[src/rtl/tlb_op_unit_pkg.sv]
// rtl/tlb_op_unit_pkg.sv - TLB maintenance types, entry packing and unpacking helpers
package tlb_op_unit_pkg;

    // Index bus is sized for the largest supported TLB (64 entries); smaller TLBs zero-extend.
    localparam int TLB_INDEX_W = 6;

    typedef enum logic [1:0] {
        TLB_OP_R  = 2'd0,
        TLB_OP_WI = 2'd1,
        TLB_OP_WR = 2'd2,
        TLB_OP_P  = 2'd3
    } tlb_op_t;

    typedef logic [TLB_INDEX_W-1:0] tlb_index_t;

    typedef struct packed {
        logic [18:0] vpn2;
        logic [7:0]  asid;
        logic        g;
        logic [19:0] pfn0;
        logic [2:0]  c0;
        logic        d0;
        logic        v0;
        logic [19:0] pfn1;
        logic [2:0]  c1;
        logic        d1;
        logic        v1;
    } tlb_entry_t;

    typedef enum logic [2:0] {
        ST_IDLE    = 3'd0,
        ST_RD_WAIT = 3'd1,
        ST_PR_WAIT = 3'd2,
        ST_WRITE   = 3'd3,
        ST_RESP    = 3'd4
    } tlb_state_t;

    // Global bit is only set when both halves of the pair are global.
    function automatic tlb_entry_t tlb_pack(input logic [31:0] hi,
                                            input logic [31:0] lo0,
                                            input logic [31:0] lo1);
        tlb_entry_t e;
        e.vpn2 = hi[31:13];
        e.asid = hi[7:0];
        e.g    = lo0[0] & lo1[0];
        e.pfn0 = lo0[25:6];
        e.c0   = lo0[5:3];
        e.d0   = lo0[2];
        e.v0   = lo0[1];
        e.pfn1 = lo1[25:6];
        e.c1   = lo1[5:3];
        e.d1   = lo1[2];
        e.v1   = lo1[1];
        return e;
    endfunction

    function automatic logic [31:0] tlb_unpack_hi(input tlb_entry_t e);
        return {e.vpn2, 5'b0, e.asid};
    endfunction

    function automatic logic [31:0] tlb_unpack_lo0(input tlb_entry_t e);
        return {6'b0, e.pfn0, e.c0, e.d0, e.v0, e.g};
    endfunction

    function automatic logic [31:0] tlb_unpack_lo1(input tlb_entry_t e);
        return {6'b0, e.pfn1, e.c1, e.d1, e.v1, e.g};
    endfunction

endpackage

[src/rtl/tlb_op_unit_if.sv]
// rtl/tlb_op_unit_if.sv - CP0-stage request/response bus of the TLB operation unit
interface tlb_op_unit_if;
    import tlb_op_unit_pkg::*;

    logic        req_valid;
    logic        req_ready;
    tlb_op_t     req_op;
    logic [31:0] cp0_index;
    logic [31:0] cp0_entryhi;
    logic [31:0] cp0_entrylo0;
    logic [31:0] cp0_entrylo1;

    logic        resp_valid;
    logic        resp_ready;
    tlb_op_t     resp_op;
    logic [31:0] resp_entryhi;
    logic [31:0] resp_entrylo0;
    logic [31:0] resp_entrylo1;
    logic [31:0] resp_index;

    // Pipeline side: issues operations and consumes writebacks.
    modport master (
        output req_valid, req_op, cp0_index, cp0_entryhi, cp0_entrylo0, cp0_entrylo1, resp_ready,
        input  req_ready, resp_valid, resp_op, resp_entryhi, resp_entrylo0, resp_entrylo1, resp_index
    );

    // Unit side.
    modport slave (
        input  req_valid, req_op, cp0_index, cp0_entryhi, cp0_entrylo0, cp0_entrylo1, resp_ready,
        output req_ready, resp_valid, resp_op, resp_entryhi, resp_entrylo0, resp_entrylo1, resp_index
    );
endinterface

[src/rtl/tlb_random_reg.sv]
// rtl/tlb_random_reg.sv - CP0 Random counter that wraps at Wired
module tlb_random_reg #(
    parameter int TLB_ENTRIES = 16
) (
    input  logic                           clk,
    input  logic                           resetn,
    input  logic [31:0]                    cp0_wired_i,
    input  logic                           wired_we_i,
    output logic [$clog2(TLB_ENTRIES)-1:0] random_o
);
    localparam int IW = $clog2(TLB_ENTRIES);
    localparam logic [IW-1:0] TOP = IW'(TLB_ENTRIES - 1);

    logic [IW-1:0] random_q;
    logic [IW-1:0] random_d;

    // Count down, reloading at the top when reaching Wired, zero, or when Wired is rewritten.
    always_comb begin
        random_d = random_q - IW'(1);
        if (wired_we_i) begin
            random_d = TOP;
        end else if ((32'(random_q) <= cp0_wired_i) || (random_q == '0)) begin
            random_d = TOP;
        end
    end

    // Random register, free-running every cycle.
    always_ff @(posedge clk or negedge resetn) begin
        if (!resetn) begin
            random_q <= TOP;
        end else begin
            random_q <= random_d;
        end
    end

    assign random_o = random_q;
endmodule

[src/rtl/tlb_op_unit.sv]
// rtl/tlb_op_unit.sv - CP0-side initiator for TLBR/TLBWI/TLBWR/TLBP towards the MMU
module tlb_op_unit
    import tlb_op_unit_pkg::*;
#(
    parameter int TLB_ENTRIES = 16,
    parameter int READ_LAT    = 1,
    parameter int PROBE_LAT   = 1
) (
    input  logic                clk,
    input  logic                resetn,
    tlb_op_unit_if.slave        op_if,
    input  logic [31:0]         cp0_wired,
    input  logic                wired_we,
    output logic [31:0]         random_out,
    output tlb_index_t          tlbrw_index,
    output logic                tlbrw_we,
    output tlb_entry_t          tlbrw_wdata,
    input  tlb_entry_t          tlbrw_rdata,
    output logic [31:0]         tlbp_entry_hi,
    input  logic [31:0]         tlbp_index,
    output logic                tlb_flush
);
    localparam int IW = $clog2(TLB_ENTRIES);

    tlb_state_t  state_q, state_d;
    tlb_op_t     op_q, op_d;
    logic [31:0] hi_q, hi_d;
    logic [31:0] lo0_q, lo0_d;
    logic [31:0] lo1_q, lo1_d;
    tlb_index_t  index_q, index_d;
    logic [2:0]  lat_q, lat_d;
    logic        flush_q, flush_d;
    logic [31:0] resp_hi_q, resp_hi_d;
    logic [31:0] resp_lo0_q, resp_lo0_d;
    logic [31:0] resp_lo1_q, resp_lo1_d;
    logic [31:0] resp_index_q, resp_index_d;
    logic [IW-1:0] random_q;

    // Index bits above the TLB size are ignored by design.
    logic unused_bits;
    assign unused_bits = ^{op_if.cp0_index[31:IW], tlbp_index[30:IW]};

    tlb_random_reg #(
        .TLB_ENTRIES (TLB_ENTRIES)
    ) u_random (
        .clk         (clk),
        .resetn      (resetn),
        .cp0_wired_i (cp0_wired),
        .wired_we_i  (wired_we),
        .random_o    (random_q)
    );

    // Next-state and datapath capture; WR latches Random at accept so later counting cannot move the write.
    always_comb begin
        state_d      = state_q;
        op_d         = op_q;
        hi_d         = hi_q;
        lo0_d        = lo0_q;
        lo1_d        = lo1_q;
        index_d      = index_q;
        lat_d        = lat_q;
        flush_d      = 1'b0;
        resp_hi_d    = resp_hi_q;
        resp_lo0_d   = resp_lo0_q;
        resp_lo1_d   = resp_lo1_q;
        resp_index_d = resp_index_q;
        unique case (state_q)
            ST_IDLE: begin
                if (op_if.req_valid) begin
                    op_d  = op_if.req_op;
                    hi_d  = op_if.cp0_entryhi;
                    lo0_d = op_if.cp0_entrylo0;
                    lo1_d = op_if.cp0_entrylo1;
                    lat_d = '0;
                    unique case (op_if.req_op)
                        TLB_OP_R: begin
                            index_d = tlb_index_t'(op_if.cp0_index[IW-1:0]);
                            state_d = ST_RD_WAIT;
                        end
                        TLB_OP_WI: begin
                            index_d = tlb_index_t'(op_if.cp0_index[IW-1:0]);
                            state_d = ST_WRITE;
                        end
                        TLB_OP_WR: begin
                            index_d = tlb_index_t'(random_q);
                            state_d = ST_WRITE;
                        end
                        TLB_OP_P: begin
                            state_d = ST_PR_WAIT;
                        end
                    endcase
                end
            end
            ST_RD_WAIT: begin
                if (lat_q == 3'(READ_LAT - 1)) begin
                    resp_hi_d  = tlb_unpack_hi(tlbrw_rdata);
                    resp_lo0_d = tlb_unpack_lo0(tlbrw_rdata);
                    resp_lo1_d = tlb_unpack_lo1(tlbrw_rdata);
                    state_d    = ST_RESP;
                end else begin
                    lat_d = lat_q + 3'd1;
                end
            end
            ST_PR_WAIT: begin
                if (lat_q == 3'(PROBE_LAT - 1)) begin
                    resp_index_d = {tlbp_index[31], 31'(tlbp_index[IW-1:0])};
                    state_d      = ST_RESP;
                end else begin
                    lat_d = lat_q + 3'd1;
                end
            end
            ST_WRITE: begin
                flush_d = 1'b1;
                state_d = ST_RESP;
            end
            ST_RESP: begin
                if (op_if.resp_ready) begin
                    state_d = ST_IDLE;
                end
            end
            default: state_d = ST_IDLE;
        endcase
    end

    // FSM state register; reset aborts any operation in flight.
    always_ff @(posedge clk or negedge resetn) begin
        if (!resetn) begin
            state_q <= ST_IDLE;
        end else begin
            state_q <= state_d;
        end
    end

    // Captured request, latency counter, flush pulse and writeback registers.
    always_ff @(posedge clk or negedge resetn) begin
        if (!resetn) begin
            op_q         <= TLB_OP_R;
            hi_q         <= '0;
            lo0_q        <= '0;
            lo1_q        <= '0;
            index_q      <= '0;
            lat_q        <= '0;
            flush_q      <= 1'b0;
            resp_hi_q    <= '0;
            resp_lo0_q   <= '0;
            resp_lo1_q   <= '0;
            resp_index_q <= '0;
        end else begin
            op_q         <= op_d;
            hi_q         <= hi_d;
            lo0_q        <= lo0_d;
            lo1_q        <= lo1_d;
            index_q      <= index_d;
            lat_q        <= lat_d;
            flush_q      <= flush_d;
            resp_hi_q    <= resp_hi_d;
            resp_lo0_q   <= resp_lo0_d;
            resp_lo1_q   <= resp_lo1_d;
            resp_index_q <= resp_index_d;
        end
    end

    assign op_if.req_ready     = (state_q == ST_IDLE);
    assign op_if.resp_valid    = (state_q == ST_RESP);
    assign op_if.resp_op       = op_q;
    assign op_if.resp_entryhi  = resp_hi_q;
    assign op_if.resp_entrylo0 = resp_lo0_q;
    assign op_if.resp_entrylo1 = resp_lo1_q;
    assign op_if.resp_index    = resp_index_q;

    assign random_out    = 32'(random_q);
    assign tlbrw_index   = index_q;
    assign tlbrw_we      = (state_q == ST_WRITE);
    assign tlbrw_wdata   = (state_q == ST_WRITE) ? tlb_pack(hi_q, lo0_q, lo1_q) : '0;
    assign tlbp_entry_hi = (state_q == ST_PR_WAIT) ? hi_q : 32'h0;
    assign tlb_flush     = flush_q;
endmodule

[src/flat_wrapper.sv]
// flat-port wrapper written by rule: the top's interface ports become plain ports
module tlb_op_unit_flat import tlb_op_unit_pkg::*;
#(
    parameter int TLB_ENTRIES = 16,
    parameter int READ_LAT    = 1,
    parameter int PROBE_LAT   = 1
)
  (clk, resetn, cp0_wired, wired_we, random_out, tlbrw_index, tlbrw_we, tlbrw_wdata, tlbrw_rdata, tlbp_entry_hi, tlbp_index, tlb_flush, op_if_req_valid, op_if_req_op, op_if_cp0_index, op_if_cp0_entryhi, op_if_cp0_entrylo0, op_if_cp0_entrylo1, op_if_resp_ready, op_if_req_ready, op_if_resp_valid, op_if_resp_op, op_if_resp_entryhi, op_if_resp_entrylo0, op_if_resp_entrylo1, op_if_resp_index);
  tlb_op_unit_if op_if_i ();
  input  logic clk;
  input  logic resetn;
  input  logic [31:0] cp0_wired;
  input  logic wired_we;
  output logic [31:0] random_out;
  output tlb_index_t tlbrw_index;
  output logic tlbrw_we;
  output tlb_entry_t tlbrw_wdata;
  input  tlb_entry_t tlbrw_rdata;
  output logic [31:0] tlbp_entry_hi;
  input  logic [31:0] tlbp_index;
  output logic tlb_flush;
  input wire logic [$bits(op_if_i.req_valid)-1:0] op_if_req_valid;
  input wire logic [$bits(op_if_i.req_op)-1:0] op_if_req_op;
  input wire logic [$bits(op_if_i.cp0_index)-1:0] op_if_cp0_index;
  input wire logic [$bits(op_if_i.cp0_entryhi)-1:0] op_if_cp0_entryhi;
  input wire logic [$bits(op_if_i.cp0_entrylo0)-1:0] op_if_cp0_entrylo0;
  input wire logic [$bits(op_if_i.cp0_entrylo1)-1:0] op_if_cp0_entrylo1;
  input wire logic [$bits(op_if_i.resp_ready)-1:0] op_if_resp_ready;
  output wire logic [$bits(op_if_i.req_ready)-1:0] op_if_req_ready;
  output wire logic [$bits(op_if_i.resp_valid)-1:0] op_if_resp_valid;
  output wire logic [$bits(op_if_i.resp_op)-1:0] op_if_resp_op;
  output wire logic [$bits(op_if_i.resp_entryhi)-1:0] op_if_resp_entryhi;
  output wire logic [$bits(op_if_i.resp_entrylo0)-1:0] op_if_resp_entrylo0;
  output wire logic [$bits(op_if_i.resp_entrylo1)-1:0] op_if_resp_entrylo1;
  output wire logic [$bits(op_if_i.resp_index)-1:0] op_if_resp_index;
  assign op_if_i.req_valid = op_if_req_valid;
  assign op_if_i.req_op = op_if_req_op;
  assign op_if_i.cp0_index = op_if_cp0_index;
  assign op_if_i.cp0_entryhi = op_if_cp0_entryhi;
  assign op_if_i.cp0_entrylo0 = op_if_cp0_entrylo0;
  assign op_if_i.cp0_entrylo1 = op_if_cp0_entrylo1;
  assign op_if_i.resp_ready = op_if_resp_ready;
  assign op_if_req_ready = op_if_i.req_ready;
  assign op_if_resp_valid = op_if_i.resp_valid;
  assign op_if_resp_op = op_if_i.resp_op;
  assign op_if_resp_entryhi = op_if_i.resp_entryhi;
  assign op_if_resp_entrylo0 = op_if_i.resp_entrylo0;
  assign op_if_resp_entrylo1 = op_if_i.resp_entrylo1;
  assign op_if_resp_index = op_if_i.resp_index;
  tlb_op_unit #(.TLB_ENTRIES(TLB_ENTRIES), .READ_LAT(READ_LAT), .PROBE_LAT(PROBE_LAT)) u_core (.clk(clk), .resetn(resetn), .op_if(op_if_i), .cp0_wired(cp0_wired), .wired_we(wired_we), .random_out(random_out), .tlbrw_index(tlbrw_index), .tlbrw_we(tlbrw_we), .tlbrw_wdata(tlbrw_wdata), .tlbrw_rdata(tlbrw_rdata), .tlbp_entry_hi(tlbp_entry_hi), .tlbp_index(tlbp_index), .tlb_flush(tlb_flush));
endmodule
[config.mk]
export PLATFORM = sky130hd
export DESIGN_NAME = tlb_op_unit_flat
export DESIGN_NICKNAME = d
export VERILOG_FILES = /design/src/rtl/tlb_op_unit_pkg.sv /design/src/rtl/tlb_op_unit_if.sv /design/src/rtl/tlb_random_reg.sv /design/src/rtl/tlb_op_unit.sv /design/src/flat_wrapper.sv
export SDC_FILE = /design/constraint.sdc
export NUM_CORES = 1
export LEC_CHECK = 0
export ABC_AREA = 1
export BUFFER_PORTS_ARGS = -buffer_cell sky130_fd_sc_hd__buf_2
export CAP_MARGIN = 20
export CORE_AREA = 2 2 214 216
export DETAILED_ROUTE_END_ITERATION = 8
export DIE_AREA = 0 0 216 218
export HOLD_SLACK_MARGIN = 0.05
export MAX_ROUTING_LAYER = met4
export PLACE_DENSITY_LB_ADDON = 0.2
export SYNTH_ARGS = -nofsm -noshare
export SYNTH_HDL_FRONTEND = slang
export SYNTH_SLANG_ARGS = --single-unit
export TNS_END_PERCENT = 30
[constraint.sdc]
create_clock -name clk -period 2.49 [get_ports clk]
set_clock_uncertainty 0.15 [all_clocks]
set_input_delay 0.1245 -clock clk [delete_from_list [all_inputs] [get_ports clk]]
set_output_delay 0.1245 -clock clk [all_outputs]
set_load 0.005 [all_outputs]
==> results of run 1 <==
cells by family after synthesis:
kind of cell | share of synthesized area, %
DFF | 50.5
other | 0.0411
AOI/OAI and AO/OA | 12.6
adders and majority gates | 0.959
xor gates and xnor gates | 0.0959
and+or+nand+nor | 17.7
buffers and inverters | 18.1
per-stage QoR:
stage,instances,hold WS [ns],worst slack [ns],total power [W],utilization [%]
2_1_floorplan,1143,-0.321,0.902,0.00832,-
3_3_place_gp,2053,0.0620,0.558,0.0101,25.7
3_5_place_dp,2053,0.0568,0.532,0.0102,25.7
4_1_cts,2273,0.0561,0.106,0.0133,31.1
5_1_grt,2277,0.118,0.0632,0.0142,31.1
6_report,2277,0.0965,0.171,0.0129,31.1
power breakdown:
group	internal [W]	switching (W)
combinational	0.00221	0.00315
sequential	0.00439	0.000570
clock	0.00133	0.00129
total	0.00793	0.00501
flip-flops by register name, summed over array words and instances, names as in the netlist, 3 cells and up:
register                    count
u_core.lat_q                    3
u_core.lo0_q                   26
u_core.op_if.resp_entrylo1     25
u_core.op_if.resp_entryhi      27
u_core.op_if.resp_index         5
u_core.u_random.random_o        4
u_core.tlbrw_index              4
u_core.lo1_q                   26
u_core.hi_q                    32
u_core.op_if.resp_entrylo0     26
u_core.state_q                  3
Yosys cell counts (all sizes together):
master	instances
a21oi	84
buf	107
xor2	1
clkbuf	15
nand3	18
nor2	219
o211ai	1
nand4	2
nor3	2
o21ai	89
nand2	141
ha	7
inv	197
conb	1
dfstp	4
dfrtp	180
nand3b	2
per-layer routing:
metal | up-vias | track usage [%] | wire length (µm)
li1 | 4243 | - | -
met3 | 29 | 4.27 | 2130
met2 | 290 | 19.7 | 13300
met4 | 0 | 5.48 | 590
met5 | - | - | 0
met1 | 3843 | 14.4 | 12200
path summary, 6_finish.rpt:
path / start / end / slack (ns) / depth (start not counted)
max in group asynchronous: resetn / u_core.u_random.random_o[0] / 1.32 / 3
setup / recovery: op_if_req_op[0] / u_core.tlbrw_index[2] / 0.17 / 10
hold / removal: resetn / u_core.lo1_q[24] / 0.1 / 2
hold reg to reg: u_core.op_if.resp_entrylo0[4] / u_core.op_if.resp_entrylo0[4] / 0.33 / 2
setup reg to reg: u_core.u_random.random_o[0] / u_core.u_random.random_o[0] / 0.24 / 9
min in group clk: op_if_req_valid / u_core.state_q[1] / 0.11 / 6
timing repair:
item | CTS | global route
buffers inserted | 0 | 0
endpoints found under the hold margin | 360 | 0
endpoints found under the setup margin | 2 | 0
resized for setup | 1 | 0
hold buffers | 189 | 0
final cells by class:
type	instances	area, µm²	share of cell area [%]
Multi-Input combinational cell	640	3160	22.6
Timing Repair Buffer	621	4180	29.9
Inverter	197	739	5.29
Antenna cell	4	10.0	0.0716
Tap cell	600	751	5.37
Sequential cell	184	4610	33.0
Clock buffer	22	464	3.32
Clock inverter	9	70.1	0.501
worst register-to-register path: cells and delay by family (launching register included):
kind / cells / cell delay, ns
and+or+nand+nor: 5 / 0.44
buffers and inverters: 3 / 0.76
DFF: 1 / 0.53
adders and majority gates: 1 / 0.28
==> flow_summary.toml, run 1 <==
[routing]
drt_iter0_markers = 314
num_vias = 8405
drt-total-wl_um = 28200
ant_nets = 0
routedWlPerCell_um = 12.4
first_pass_iters = 4
drc = 0
vias_per_cell = 3.69

[grt]
grt_pass1_wl_um = 44200
grt.overflow.total = 0
antenna_found_initial = 4
grt_max_degree = 157
grt_pass1_vias = 8444
grtUsageTotal_pct = 12.5

[floorplan]
ios = 559
die_area_mm2 = 0.0471
die_h_um = 218
fp.dieW_um = 216
core_area_mm2 = 0.0449
initial_core_util_pct = 20.3
rows = 78

[sta]
final-setup-viol-count = 0
maxSlewViolCount = 0
rsz0062_at_grt = "false"
fin_tns_setup_ns = 0
layout_min_cycle_time_ns = 2.32
hold_violations = 0
max-slew-margin-rel_pct = 58.5
fin_crit_sh_pct = 93.1
max_freq_ghz = 0.431
worst_pin_slew_ns = 0.622

[clock_tree]
path_clk_slew_ns = 0.07
cts_buffers = 17
clock_sinks = 184
clockBufferDepth = 2
cts_root_buf = "clkbuf_16"
clkLatencyLatePin_ns = 0.47
cts_tree = "built"
ctsHtreeMaxLevel = 4

[cells_and_area]
nFillCells = 4826
drive_gt1_share_pct = 35.7
area_growth_pct = 53.2
final_cell_mix = "416 x buf_2, 192 x inv_1, 189 x dlygate4sd3_1, 180 x dfrtp_1, 168 x nor2_1"
fin_nets = 1945
fin_area_mm2 = 0.0140
final_common_cell = "buf_2"

[pwr]
vdd_drop_max_mv = 0.466
leakage_nw = 7.86
power_density_mw_per_mm2 = 926

[place]
port_buffers = 417
hpwl_um = 19900
placed_area_mm2 = 0.0115
place_congestion = 0.769

[yosys]
synth_top_area_cell = "dfrtp_1"
synth_area_leaders = "dfrtp_1 49%, inv_1 7.9%, a21oi_2 7.1%, nor2_1 6.9%, buf_4 6.2%"
syn_inst = 1070
ys_ff_latch = 184
synth.top_cell.area_share_pct = 49.3
syn_avg_cell_area_um2 = 8.53
netlist_area_mm2 = 0.00913
seq_area_frac_synth_pct = 50.5
yosys.cell_types.count = 25
yosys_warnings = 0

[setup_path]
critPathMaxFanout = 8
path_buf_inv = 5
critPathLaunchType = "input pin"
worstPathRequired_ns = 2.71
crit_path_top_delay_cell = "dlygate4sd3_1"
critPathArrivalTime_ns = 2.54
cpMostUsedCell = "nand2_1"
critPathMaxStageDelay_ns = 0.56
cp-end-kind = "flop"
path_delay_family = "buffers and inverters"
crit_type = "input pin to flop"
cp_cell_sequence = "dlygate4sd3_1 > buf_2 > inv_1 > nand2_1 > nand2_1 > dlygate4sd3_1 > o21ai_0 > dlygate4sd3_1 > nand2_1 > nand2_1"

[hold_path]
min_path_type = "input pin to asynchronous set/reset pin"

[job]
cap_violations = 0

[run_status]
outcome = "complete, no violations"
Power figures use the tool's default switching activity.
==> run 2: changes to the inputs <==
--- a/config.mk
+++ b/config.mk
@@ -5,12 +5,11 @@
 export SDC_FILE = /design/constraint.sdc
 export NUM_CORES = 1
 export LEC_CHECK = 0
-export ABC_AREA = 1
 export BUFFER_PORTS_ARGS = -buffer_cell sky130_fd_sc_hd__buf_2
 export CAP_MARGIN = 20
-export CORE_AREA = 2 2 214 216
+export CORE_AREA = 2 2 217 219
 export DETAILED_ROUTE_END_ITERATION = 8
-export DIE_AREA = 0 0 216 218
+export DIE_AREA = 0 0 219 221
 export HOLD_SLACK_MARGIN = 0.05
 export MAX_ROUTING_LAYER = met4
 export PLACE_DENSITY_LB_ADDON = 0.2
==> run 2 against run 1 <==
Count of clock-buffer cells in the layout is 3 lower. Synthesized cell count is 22% lower. Synthesized area is 6.5% lower. Combinational power is 22% lower. Fmax is 0.90% lower. First-iteration DRC count is 29% lower. Sequential cell count stayed put. Critical path type unchanged. Critical endpoint is now u_core.u_random.random_o[0]. Largest cell class unchanged.
==> flow_summary.toml, run 2 <==
[routing]
drc = 0
vias_per_cell = 3.71
routedWlPerCell_um = 14.2
num_vias = 7675
drt_iter0_markers = 222
ant_nets = 0
drt-total-wl_um = 29300
first_pass_iters = 4

[pwr]
p_total_w = 0.0124
vdd_drop_max_mv = 0.396
power_density_mw_per_mm2 = 899
leakage_nw = 7.18

[setup_path]
critPathMaxFanout = 4
cp_cell_sequence = "dlygate4sd3_1 > buf_2 > nor4_2 > dlygate4sd3_1 > nand2_1 > dlygate4sd3_1 > a2111oi_1 > buf_4 > nand4_1"
critPathMaxStageDelay_ns = 0.57
critPathArrivalTime_ns = 2.59
cpMostUsedCell = "dlygate4sd3_1"
worstPathRequired_ns = 2.74
cp-end-kind = "flop"
critPathLaunchType = "input pin"
crit_type = "input pin to flop"
crit_path_top_delay_cell = "dlygate4sd3_1"

[sta]
max_freq_ghz = 0.427
final-setup-viol-count = 0
hold_ws_ns = 0.170
layout_min_cycle_time_ns = 2.34
fin_tns_setup_ns = 0
maxSlewViolCount = 0
fin_crit_sh_pct = 94.0
max-slew-margin-rel_pct = 52.6
hold_violations = 0
worst_pin_slew_ns = 0.711
rsz0062_at_grt = "false"
setup_ws_ns = 0.150

[cells_and_area]
final_common_cell = "buf_2"
drive_gt1_share_pct = 37.4
final_cell_count_no_fill = 2067
area_growth_pct = 61.0
n_antenna_cell = 0
largest_reg_flops = 32
fin_nets = 1731
final_cell_mix = "416 x buf_2, 268 x nand2_1, 195 x dlygate4sd3_1, 180 x dfrtp_1, 110 x and2_1"
regMostFlops = "u_core.hi_q"

[clock_tree]
cts_root_buf = "clkbuf_16"
clkLatencyLatePin_ns = 0.48
cts_buffers = 17
ctsHtreeMaxLevel = 4
path_clk_slew_ns = 0.07
clock_sinks = 184
cts_tree = "built"
clockBufferDepth = 2

[floorplan]
ios = 559
die_h_um = 221
core_area_mm2 = 0.0461
initial_core_util_pct = 18.5
rows = 79
die_area_mm2 = 0.0484
fp.dieW_um = 219

[yosys]
synthTopCellsByCount = "269 x nand2_1, 180 x dfrtp_1, 111 x and2_1, 78 x buf_4, 64 x mux2_2"
syn_inst = 837
yosysMostFrequentCell = "nand2_1"
syn_avg_cell_area_um2 = 10.2
synth_flop_cell = "dfrtp_1"
netlist_area_mm2 = 0.00854
synth_area_leaders = "dfrtp_1 53%, nand2_1 12%, mux2_2 8.4%, and2_1 8.1%, buf_4 6.9%"
ys_ff_latch = 184
yosys_warnings = 0
yosys.cell_types.count = 38
async_reset_ff_share_pct = 100
synth_top_area_cell = "dfrtp_1"
seq_area_frac_synth_pct = 54.0
synth.top_cell.area_share_pct = 52.7
synth_edf_count = 0

[grt]
grt.overflow.total = 0
antenna_found_initial = 1
grt_pass1_wl_um = 44500
grt_max_degree = 62
grt_pass1_vias = 7724
grtUsageTotal_pct = 12.7

[run_status]
outcome = "complete, no violations"

[job]
cap_violations = 0

[place]
port_buffers = 417
hpwl_um = 21200
dp_worst_setup_slack_ns = 0.322
place_congestion = 0.748
dp.cells = 1840

[hold_path]
min_path_type = "input pin to flop"
-- run 2: cell types whose count changed in the layout (fill, tap and decap cells not counted), sizes merged, moves of 9 or more --
cell   before  now
inv       199   12
a21oi      84    2
nand3      18    4
o21ai      89    2
and2        0  111
buf       431  440
nor2      219    4
nand2     141  269
mux2        0   84
-- run 2: metrics by stage --
step	area (µm²)	util, %
final	13700	29.8
after global routing	13700	29.8
after CTS	13700	29.8
after detailed placement	11200	24.2
after global placement	11200	24.2
after floorplan	8810	-
-- run 2: area by class of cell --
| class | instances | area, µm² |
|---|---|---|
| fill | 4910 | 32300 |
| timing repair buffer | 636 | 4290 |
| clock inverter | 13 | 193 |
| multi-input combinational | 600 | 3430 |
| sequential | 184 | 4610 |
| clock buffer | 19 | 433 |
| tap | 607 | 759 |
| inverter | 8 | 30.0 |
-- run 2: report_power, final --
part           leakage (nW)  internal [W]  switching [W]
combinational          4.64       0.00215        0.00203
sequential             2.23       0.00441       0.000748
clock                 0.304       0.00169        0.00132
-- run 2: final timing paths --
kind                       depth (start not counted)              start  slack (ns)                             to
max reg2reg                                        5  u_core.state_q[0]        0.19          u_core.tlbrw_index[3]
min                                                6       cp0_wired[0]        0.17    u_core.u_random.random_o[3]
min in group asynchronous                          3             resetn        0.59  u_core.op_if.resp_entrylo1[4]
min reg2reg                                        2   u_core.lo1_q[11]        0.32               u_core.lo1_q[11]
max                                                9      cp0_wired[22]        0.15    u_core.u_random.random_o[0]
max in group asynchronous                          4             resetn        0.45  u_core.op_if.resp_entrylo1[1]
-- run 2: cell families after synthesis --
family                   after synthesis  synth area share (%)
AO/OA/AOI/OAI                         12                  1.01
XOR/XNOR                               4                 0.410
adder cells (fa/ha/maj)                7                  1.03
buffers and inverters                126                  9.41
flip-flops                           184                  54.0
multiplexers                          84                  11.1
other                                  1                0.0439
AND/OR/NAND/NOR                      419                  23.0
-- run 2: critical path: cells and delay by family --
| family | cells | cell delay [ns] |
|---|---|---|
| simple gates | 3 | 0.23 |
| compound gates | 1 | 0.27 |
| buf+inv | 5 | 1.97 |
-- run 2: layer usage --
metal	track usage (%)	share of wire (%)	up-vias
met1	14.2	41	3708
met5	-	0	-
met3	2.90	4.2	29
met2	21.7	53	214
met4	4.97	2.1	0
li1	-	-	3724
-- run 2: repair_timing --
| item | 4_1_cts | 5_1_grt |
|---|---|---|
| setup buffers | 0 | 0 |
| hold buffers | 195 | 0 |
| setup endpoints to repair | 0 | 31 |
| resized for setup | 0 | 3 |
| endpoints found under the hold margin | 359 | 0 |
==> run 3: changes to the inputs <==
--- a/config.mk
+++ b/config.mk
@@ -7,12 +7,13 @@
 export LEC_CHECK = 0
 export BUFFER_PORTS_ARGS = -buffer_cell sky130_fd_sc_hd__buf_2
 export CAP_MARGIN = 20
-export CORE_AREA = 2 2 217 219
+export CORE_AREA = 2 2 216 218
+export CTS_BUF_LIST = sky130_fd_sc_hd__clkbuf_16
 export DETAILED_ROUTE_END_ITERATION = 8
-export DIE_AREA = 0 0 219 221
+export DIE_AREA = 0 0 218 220
 export HOLD_SLACK_MARGIN = 0.05
 export MAX_ROUTING_LAYER = met4
-export PLACE_DENSITY_LB_ADDON = 0.2
+export PLACE_DENSITY = 0.49
 export SYNTH_ARGS = -nofsm -noshare
 export SYNTH_HDL_FRONTEND = slang
 export SYNTH_SLANG_ARGS = --single-unit
==> run 3 against run 2 <==
Final area grew 3.1%. Sequential cell count is the same. Clock power shrank 9.6%. Count of clock-buffer cells in the layout shrank 2. First-iteration DRC count grew 40%. Hold slack gained 0.031 ns. Combinational power grew 17%. Register-to-register slack lost 0.04 ns. Global-route usage shrank 0.48 points. Critical path type is now flop to flop. Fmax is essentially flat. Total power grew 3.5%. Cell count grew 2.1%.
==> flow_summary.toml, run 3 (synthesis gave the netlist of run 2 again) <==
[sta]
max_freq_ghz = 0.428
final-setup-viol-count = 0
maxSlewViolCount = 0
fin_tns_setup_ns = 0
layout_min_cycle_time_ns = 2.34
rsz0062_at_grt = "false"
fin_crit_sh_pct = 93.9
worst_pin_slew_ns = 0.560
setup_ws_ns = 0.151
max-slew-margin-rel_pct = 62.7
hold_violations = 0

[clock_tree]
cts_root_buf = "clkbuf_16"
clockBufferDepth = 2
clock_sinks = 184
cts_tree = "built"
clkLatencyLatePin_ns = 0.47
path_clk_slew_ns = 0.08
ctsHtreeMaxLevel = 4
cts_buffers = 17

[grt]
grt_pass1_vias = 7907
grt_pass1_wl_um = 43100
grt.overflow.total = 0
grt_max_degree = 68
grtUsageTotal_pct = 12.2
antenna_found_initial = 1

[run_status]
outcome = "complete, no violations"

[setup_path]
worstReg2RegStart = "u_core.state_q[0]"
worstPathRequired_ns = 2.75
r2r_slack_ns = 0.15
critPathLaunchType = "flop"
critPathArrivalTime_ns = 2.60
worstReg2RegEnd = "u_core.lo1_q[4]"
endpoint = "u_core.lo1_q[4]"
cp-startpoint = "u_core.state_q[0]"
critPathMaxFanout = 51
crit_type = "flop to flop"
cp-end-kind = "flop"
r2r_cells = 6

[cells_and_area]
final_common_cell = "buf_2"
regMostFlops = "u_core.hi_q"
fin_util_pct = 30.9
final_cell_mix = "416 x buf_2, 268 x nand2_1, 244 x dlygate4sd3_1, 180 x dfrtp_1, 110 x and2_1"
final_cell_count_no_fill = 2110
largest_reg_flops = 32
area_growth_pct = 66.0
drive_gt1_share_pct = 36.0
fin_nets = 1774

[pwr]
p_total_w = 0.0128
power.internal_w = 0.00853
switching_share_pct = 33.3
combinationalPowerShare_pct = 38.1
leakage_nw = 7.38
power_frac_seq_pct = 40.6
p_sw_w = 0.00425
vdd_drop_max_mv = 0.442
power_density_mw_per_mm2 = 901
power.share.clock_pct = 21.3

[place]
dp.cells = 1833
hpwl_um = 19900
port_buffers = 417
place_congestion = 0.762
dp_worst_setup_slack_ns = 0.386

[floorplan]
core_area_mm2 = 0.0459
ios = 559
die_area_mm2 = 0.0480
rows = 79
fp.dieW_um = 218
die_h_um = 220
initial_core_util_pct = 18.6

[routing]
drt_iter0_markers = 311
drc = 0
ant_nets = 0
first_pass_iters = 4
num_vias = 7954
routedWlPerCell_um = 13.7
vias_per_cell = 3.77
drt-total-wl_um = 29000

[hold_path]
min_path_type = "input pin to flop"
min_from = "cp0_wired[0]"

[job]
cap_violations = 0
-- run 3: changes by cell type in the layout (fill, tap and decap cells not counted), sizes merged --
cell,previous run,this run
dlygate4sd3,195,244
buf,440,434
bufinv,4,1
clkinv,4,7
clkbuf,20,18
clkinvlp,1,2
diode,0,1
-- run 3: cell type report --
cell class | count | area (µm²)
clock buffers | 17 | 425
fillers | 4764 | 31700
inverters | 8 | 30.0
multi-input cells | 600 | 3420
repair buffers | 679 | 4790
diodes | 1 | 2.50
well taps | 607 | 759
flip-flops and latches | 184 | 4610
clock inverters | 14 | 146
-- run 3: what timing repair did --
item	4_1_cts	5_1_grt
endpoints found under the hold margin	364	0
setup buffers	1	0
hold buffers	244	0
setup endpoints to repair	3	0
gates resized for setup	1	0
-- run 3: routing by layer --
metal	global-route usage (%)	part of all wire (%)	wire, µm	vias up
met2	19.9	51	14700	278
met3	2.90	5.0	1440	51
met1	14.1	41	12000	3799
met5	-	0	0	-
met4	6.01	3.1	893	0
li1	-	-	-	3826
-- run 3: power by group through the flow --
stage / registers, W / clock network (W) / logic, W
after floorplan: 0.00510 / 0 / 0.00225
after global placement: 0.00518 / 0 / 0.00393
after detailed placement: 0.00523 / 0 / 0.00402
after CTS: 0.00519 / 0.00288 / 0.00493
after global routing: 0.00538 / 0.00299 / 0.00543
final: 0.00518 / 0.00272 / 0.00487
-- run 3: worst max-delay path: stages (launching register included) --
cell and delay, ns:
dfrtp_1 0.49, nor3_2 0.28, and2_4 0.33, buf_12 0.28
nand2_1 0.09, nand2_1 0.07, dlygate4sd3_1 0.55
-- run 3: how the worst min path moves through the flow --
stage | to | depth (start not counted)
2_1_floorplan | u_core.hi_q[0] | 0
3_3_place_gp | u_core.op_if.resp_entryhi[29] | 1
3_5_place_dp | u_core.op_if.resp_entryhi[29] | 1
4_1_cts | u_core.u_random.random_o[2] | 6
5_1_grt | u_core.u_random.random_o[1] | 6
6_report | u_core.u_random.random_o[2] | 6
-- run 3: per-stage QoR --
stage | hold slack [ns] | area [µm²]
4_1_cts | 0.124 | 14200
2_1_floorplan | -0.321 | 8810
3_5_place_dp | 0.0431 | 11200
3_3_place_gp | 0.0394 | 11200
6_report | 0.202 | 14200
5_1_grt | 0.211 | 14200
